--- config.mk ---
export PLATFORM = sky130hd
export DESIGN_NAME = key_debounce
export DESIGN_NICKNAME = d
export VERILOG_FILES = /design/src/rtl/key_pkg.sv /design/src/rtl/key_debounce_ch.sv /design/src/rtl/key_debounce.sv
export SDC_FILE = /design/constraint.sdc
export NUM_CORES = 1
export LEC_CHECK = 0
export ABC_AREA = 1
export CAP_MARGIN = 20
export CORE_AREA = 2 2 158 160
export DETAILED_ROUTE_END_ITERATION = 8
export DIE_AREA = 0 0 160 162
export PLACE_DENSITY = 0.49
export REMOVE_ABC_BUFFERS = 1
export SYNTH_ARGS = -nofsm -noshare
export SYNTH_HDL_FRONTEND = slang
export SYNTH_SLANG_ARGS = --single-unit
--- constraint.sdc ---
create_clock -name mclk -period 1.9 [get_ports mclk]
set_input_delay 0.57 -clock mclk [delete_from_list [all_inputs] [get_ports mclk]]
set_output_delay 0.57 -clock mclk [all_outputs]
set_load 0.01 [all_outputs]
--- src/rtl/key_pkg.sv ---
// Shared types and default timing constants for the pushbutton debouncer.
package key_pkg;

   // Default timing: 1 ms sample tick at 50 MHz, 20 ms debounce, 1 s long press
   localparam int unsigned NUM_KEYS_DEF       = 4;
   localparam int unsigned TICK_DIV_DEF       = 50000;
   localparam int unsigned DEBOUNCE_TICKS_DEF = 20;
   localparam int unsigned LONG_TICKS_DEF     = 1000;

   // Per-channel debounce FSM state
   typedef enum logic [1:0] {
      ST_IDLE         = 2'd0,
      ST_PRESS_WAIT   = 2'd1,
      ST_HELD         = 2'd2,
      ST_RELEASE_WAIT = 2'd3
   } key_fsm_e;

   // Everything one channel reports to the top
   typedef struct packed {
      logic level;   // debounced level, 1 = pressed
      logic press;   // one-cycle accepted-press pulse
      logic rel;     // one-cycle accepted-release pulse
      logic lng;     // one-cycle long-press pulse
   } key_evt_t;

   // Counter width able to hold 0..limit inclusive
   function automatic int unsigned cnt_width(input int unsigned limit);
      return (limit < 1) ? 1 : $clog2(limit + 1);
   endfunction

endpackage

--- src/rtl/key_debounce_ch.sv ---
// One pushbutton channel: debounce FSM, stability and long-press counters,
// registered level and event pulses.
module key_debounce_ch
   import key_pkg::*;
#(
   parameter int unsigned DEBOUNCE_TICKS = DEBOUNCE_TICKS_DEF,
   parameter int unsigned LONG_TICKS     = LONG_TICKS_DEF
) (
   input  logic     mclk,
   input  logic     rst_n,
   input  logic     ks_i,     // synchronised key, 1 = pressed
   input  logic     tick_i,   // shared sample tick
   output key_evt_t evt_o
);

   localparam int unsigned DEB_W  = cnt_width(DEBOUNCE_TICKS);
   localparam int unsigned LONG_W = cnt_width(LONG_TICKS);

   key_fsm_e          state_q, state_d;
   logic [DEB_W-1:0]  deb_cnt_q, deb_cnt_d;
   logic [LONG_W-1:0] long_cnt_q, long_cnt_d;
   logic              level_q, level_d;
   logic              press_q, press_d;
   logic              rel_q, rel_d;
   logic              lng_q, lng_d;

   logic deb_last_c;    // this tick completes the stability window
   logic long_sat_c;    // long press already reached (and fired)

   assign deb_last_c = (deb_cnt_q == DEB_W'(DEBOUNCE_TICKS - 1));
   assign long_sat_c = (long_cnt_q == LONG_W'(LONG_TICKS));

   // State, counter and output registers
   always_ff @(posedge mclk or negedge rst_n) begin
      if (!rst_n) begin
         state_q    <= ST_IDLE;
         deb_cnt_q  <= '0;
         long_cnt_q <= '0;
         level_q    <= 1'b0;
         press_q    <= 1'b0;
         rel_q      <= 1'b0;
         lng_q      <= 1'b0;
      end else begin
         state_q    <= state_d;
         deb_cnt_q  <= deb_cnt_d;
         long_cnt_q <= long_cnt_d;
         level_q    <= level_d;
         press_q    <= press_d;
         rel_q      <= rel_d;
         lng_q      <= lng_d;
      end
   end

   // Next-state, counter and pulse logic
   always_comb begin
      state_d    = state_q;
      deb_cnt_d  = deb_cnt_q;
      long_cnt_d = long_cnt_q;
      level_d    = level_q;
      press_d    = 1'b0;
      rel_d      = 1'b0;
      lng_d      = 1'b0;

      unique case (state_q)
         ST_IDLE: begin
            if (ks_i) begin
               state_d   = ST_PRESS_WAIT;
               deb_cnt_d = '0;
            end
         end

         ST_PRESS_WAIT: begin
            if (!ks_i) begin
               // bounce: drop back silently
               state_d = ST_IDLE;
            end else if (tick_i) begin
               deb_cnt_d = deb_cnt_q + DEB_W'(1);
               if (deb_last_c) begin
                  state_d    = ST_HELD;
                  level_d    = 1'b1;
                  press_d    = 1'b1;
                  long_cnt_d = '0;
               end
            end
         end

         ST_HELD: begin
            // long counter saturates, so the long pulse fires once per press
            if (tick_i && !long_sat_c) begin
               long_cnt_d = long_cnt_q + LONG_W'(1);
               if (long_cnt_q == LONG_W'(LONG_TICKS - 1)) begin
                  lng_d = 1'b1;
               end
            end
            if (!ks_i) begin
               state_d   = ST_RELEASE_WAIT;
               deb_cnt_d = '0;
            end
         end

         ST_RELEASE_WAIT: begin
            if (ks_i) begin
               // glitch during hold: resume, keeping long-press progress
               state_d = ST_HELD;
            end else if (tick_i) begin
               deb_cnt_d = deb_cnt_q + DEB_W'(1);
               if (deb_last_c) begin
                  state_d = ST_IDLE;
                  level_d = 1'b0;
                  rel_d   = 1'b1;
               end
            end
         end

         default: begin
            state_d = ST_IDLE;
         end
      endcase
   end

   assign evt_o.level = level_q;
   assign evt_o.press = press_q;
   assign evt_o.rel   = rel_q;
   assign evt_o.lng   = lng_q;

endmodule

--- src/rtl/key_debounce.sv ---
// Pushbutton front end: synchronises active-low key pins, generates the
// shared sample tick and runs one debounce channel per key.
module key_debounce
   import key_pkg::*;
#(
   parameter int unsigned NUM_KEYS       = NUM_KEYS_DEF,
   parameter int unsigned TICK_DIV       = TICK_DIV_DEF,
   parameter int unsigned DEBOUNCE_TICKS = DEBOUNCE_TICKS_DEF,
   parameter int unsigned LONG_TICKS     = LONG_TICKS_DEF
) (
   input  logic                mclk,
   input  logic                rst_n,
   input  logic [NUM_KEYS-1:0] key_n,
   output logic [NUM_KEYS-1:0] key_state,
   output logic [NUM_KEYS-1:0] key_press,
   output logic [NUM_KEYS-1:0] key_release,
   output logic [NUM_KEYS-1:0] key_long
);

   localparam int unsigned TICK_W = (TICK_DIV > 1) ? $clog2(TICK_DIV) : 1;

   logic [NUM_KEYS-1:0] sync1_q, sync2_q;
   logic [NUM_KEYS-1:0] ks_c;
   logic [TICK_W-1:0]   tick_cnt_q, tick_cnt_d;
   logic                tick_q, tick_d;
   key_evt_t            evt [NUM_KEYS];

   // Two-flop synchroniser; resets to the released (high) pin level
   always_ff @(posedge mclk or negedge rst_n) begin
      if (!rst_n) begin
         sync1_q <= '1;
         sync2_q <= '1;
      end else begin
         sync1_q <= key_n;
         sync2_q <= sync1_q;
      end
   end

   assign ks_c = ~sync2_q;

   // Tick divider next-state: tick is high in the cycle the counter sits at 0 after a wrap
   always_comb begin
      tick_cnt_d = tick_cnt_q + TICK_W'(1);
      tick_d     = 1'b0;
      if (tick_cnt_q == TICK_W'(TICK_DIV - 1)) begin
         tick_cnt_d = '0;
         tick_d     = 1'b1;
      end
   end

   // Tick divider registers
   always_ff @(posedge mclk or negedge rst_n) begin
      if (!rst_n) begin
         tick_cnt_q <= '0;
         tick_q     <= 1'b0;
      end else begin
         tick_cnt_q <= tick_cnt_d;
         tick_q     <= tick_d;
      end
   end

   // Independent channel per key
   for (genvar g = 0; g < NUM_KEYS; g++) begin : g_ch
      key_debounce_ch #(
         .DEBOUNCE_TICKS (DEBOUNCE_TICKS),
         .LONG_TICKS     (LONG_TICKS)
      ) u_ch (
         .mclk   (mclk),
         .rst_n  (rst_n),
         .ks_i   (ks_c[g]),
         .tick_i (tick_q),
         .evt_o  (evt[g])
      );

      assign key_state[g]   = evt[g].level;
      assign key_press[g]   = evt[g].press;
      assign key_release[g] = evt[g].rel;
      assign key_long[g]    = evt[g].lng;
   end

endmodule

==> impl_metrics.py <==
metrics = {
    "status": {
        "status": "completed",
    },
    "worst_setup_path": {
        "end_kind": "output port",
        "arrival_ns": 1.26,
        "path_cells": "clkdlybuf4s50_1",
        "reg2reg_to": "g_ch[1].u_ch.long_cnt_q[8]$_DFFE_PN0P_",
        "startpoint_type": "flip-flop",
        "reg2reg_from": "g_ch[1].u_ch.long_cnt_q[0]$_DFFE_PN0P_",
        "path_buf_inv": 1,
        "r2r_cells": 8,
        "critical_path_class": "reg -> out",
        "crit_family": "buffers and inverters",
        "required_ns": 1.33,
        "cp_slowest_cell": "clkdlybuf4s50_1",
        "regToRegSetupSlack_ns": 0.30,
        "startpoint": "g_ch[1].u_ch.level_q$_DFFE_PN0P_",
        "critPathMaxFanout": 2,
        "max_stage_delay_ns": 0.54,
    },
    "grt": {
        "antenna_found_initial": 0,
        "grt_pass1_wl_um": 20910,
        "groute.usage.overall_pct": 9.785,
        "grt_pass1_vias": 4502,
        "grt_max_degree": 34,
        "overflow": 0,
    },
    "timing": {
        "setup_tns_ns": 0,
        "setup_slack_ns": 0.07390,
        "rsz0062_at_grt": "false",
        "fin_crit_ns": 1.826,
        "finalSetupViolations": 0,
        "maxSlewHeadroom_pct": 71.19,
        "worstMarginPinSlew_ns": 0.4322,
        "finalCritPeriodShare_pct": 96.11,
        "report.final.slew_viol_count": 0,
        "max_freq_mhz": 547.6,
        "hold_violations": 0,
        "fin_skew_ns": 0.01179,
    },
    "clock_tree": {
        "cts_buffers": 9,
        "cts_root_buffer": "clkbuf_16",
        "cts_tree": "yes",
        "h-tree-depth": 3,
        "clk_latency_ns": 0.36,
        "cts_buffer_depth": 2,
        "clkSlewWorstSetupHoldPaths_ns": 0.07,
        "cts_num_sinks": 109,
    },
    "final_layout": {
        "mostFrequentLayoutCells": "nand2_1, dfrtp_1, inv_1",
        "layout_commonest_cell": "nand2_1",
        "synthToLayoutAreaGrowth_pct": 14.17,
        "n_antenna_cell": 0,
        "drive_above_1_share_pct": 8.366,
        "n_fill_cell": 2616,
        "fin_nets": 791,
        "final_util_pct": 28.11,
    },
    "placement": {
        "dp_hpwl_um": 8462,
        "place.gp.congestion": 0.8217,
        "pre_cts_ws_ns": 0.2340,
        "io_buffers": 21,
    },
    "routing": {
        "wl_per_cell_um": 10.70,
        "antenna_left": 0,
        "viasPerCell": 4.094,
        "drtPass1Iterations": 6,
        "via_count": 4507,
        "routed_wl_um": 11780,
        "drt_iter0_drc": 192,
        "drc": 0,
    },
    "floorplanning": {
        "die_w_um": 160,
        "start_util_pct": 24.62,
        "num_io_pins": 22,
        "die_y_um": 162,
        "core_mm2": 0.02411,
        "row_count": 57,
        "dieArea_mm2": 0.02592,
    },
    "pwr": {
        "irDropWorstVdd_v": 0.0003890,
        "power.density_mw_per_mm2": 674.9,
        "p_leak_nw": 3.093,
    },
    "yosys": {
        "ys_types": 38,
        "synth_edf_count": 0,
        "synth_area_leaders": "dfrtp_1, nand2_1, nand3_1",
        "ys_ff_latch": 109,
        "ys_seq_area_share_pct": 46.13,
        "avgSynthCellArea_um2": 7.829,
        "synth_area_leader_cell": "dfrtp_1",
        "synthFlopType": "dfrtp_1",
        "async_reset_ff_share_pct": 100.0,
        "synth_top_area_share_pct": 42.59,
        "ys_warn_count": 0,
        "netlist_area_mm2": 0.005934,
        "synthCells": 758,
    },
    "run": {
        "drv_cap": 0,
    },
    "hold_path": {
        "min_path_type": "in -> async",
    },
}
[cells by family after synthesis]
group                      synth area share [%]
AOI/OAI and AO/OA                         6.304
xor gates and xnor gates                  2.952
adders and majority gates                 2.741
buffers and inverters                     9.171
DFF                                       46.13
and+or+nand+nor                           32.70
[how the worst max path moves through the flow]
stage,depth (start not counted),to
detailed placement,8,g_ch[1].u_ch.long_cnt_q[9]$_DFFE_PN0P_
CTS,1,key_state[1]
global route,1,key_state[1]
floorplan,8,g_ch[1].u_ch.long_cnt_q[8]$_DFFE_PN0P_
finish,1,key_state[1]
global placement,8,g_ch[1].u_ch.long_cnt_q[9]$_DFFE_PN0P_
[sequential cells by signal, summed over array words and instances (netlist names), named ones only]
name and count:
g_ch.u_ch.deb_cnt_q 20, g_ch.u_ch.level_q 4, g_ch.u_ch.lng_q 4, g_ch.u_ch.long_cnt_q 40, g_ch.u_ch.press_q 4, g_ch.u_ch.rel_q 4
g_ch.u_ch.state_q 4, sync1_q 4, sync2_q 4, tick_cnt_q 16, tick_q 1
[where the power goes]
group          switching [mW]  internal, mW  total, mW
combinational           0.106        0.0595      0.165
sequential             0.0386          2.36       2.40
clock                   0.922          1.08       2.00
total                    1.07          3.51       4.57
[layout make-up]
type | instances | area, um^2 | share of cell area, %
Clock buffer | 10 | 239.0 | 3.527
Multi-Input combinational cell | 526 | 2660 | 39.26
Sequential cell | 109 | 2738 | 40.41
Timing Repair Buffer | 25 | 274.0 | 4.044
Tap cell | 324 | 405.4 | 5.983
Clock inverter | 6 | 80.08 | 1.182
Inverter | 101 | 379.1 | 5.596
[synth_stat cells, types with 2 or more instances]
library cell / instances
a21oi_1: 14
a21oi_4: 2
buf_2: 3
buf_4: 17
buf_6: 2
dfrtp_1: 101
dfstp_2: 8
ha_1: 13
inv_1: 95
inv_2: 6
nand2_1: 193
nand2_2: 6
nand2_4: 5
nand3_1: 78
nand3_2: 2
nand3b_1: 4
nand4_1: 20
nor2_1: 89
nor2_2: 4
nor3_1: 16
nor3b_1: 5
o21a_1: 3
o21ai_0: 32
o21ai_1: 5
o21ai_2: 3
or2_2: 2
xnor2_1: 3
xor2_1: 17
[metal layers]
layer	wire, um	global-route usage (%)	vias up
met5	0	0	-
met4	245	3.522	0
met2	5468	16.71	41
li1	-	-	2431
met3	298	2.298	18
met1	5766	12.13	2017
[per-stage QoR]
step / cells / power [mW] / cell area (um^2) / hold WS [ns]
floorplan: 736 / 2.522 / 5769 / 0.2744
global placement: 1085 / 2.622 / 6450 / 0.3486
detailed placement: 1085 / 2.621 / 6450 / 0.3525
CTS: 1101 / 4.682 / 6768 / 0.1466
global route: 1101 / 4.804 / 6775 / 0.1571
finish: 1101 / 4.573 / 6775 / 0.1442
[timing repair]
item	CTS	global route
endpoints found under the setup margin	1	2
gates resized for setup	1	1
setup buffers	0	0
hold buffers	0	0
(Power assumes the default switching activity.)
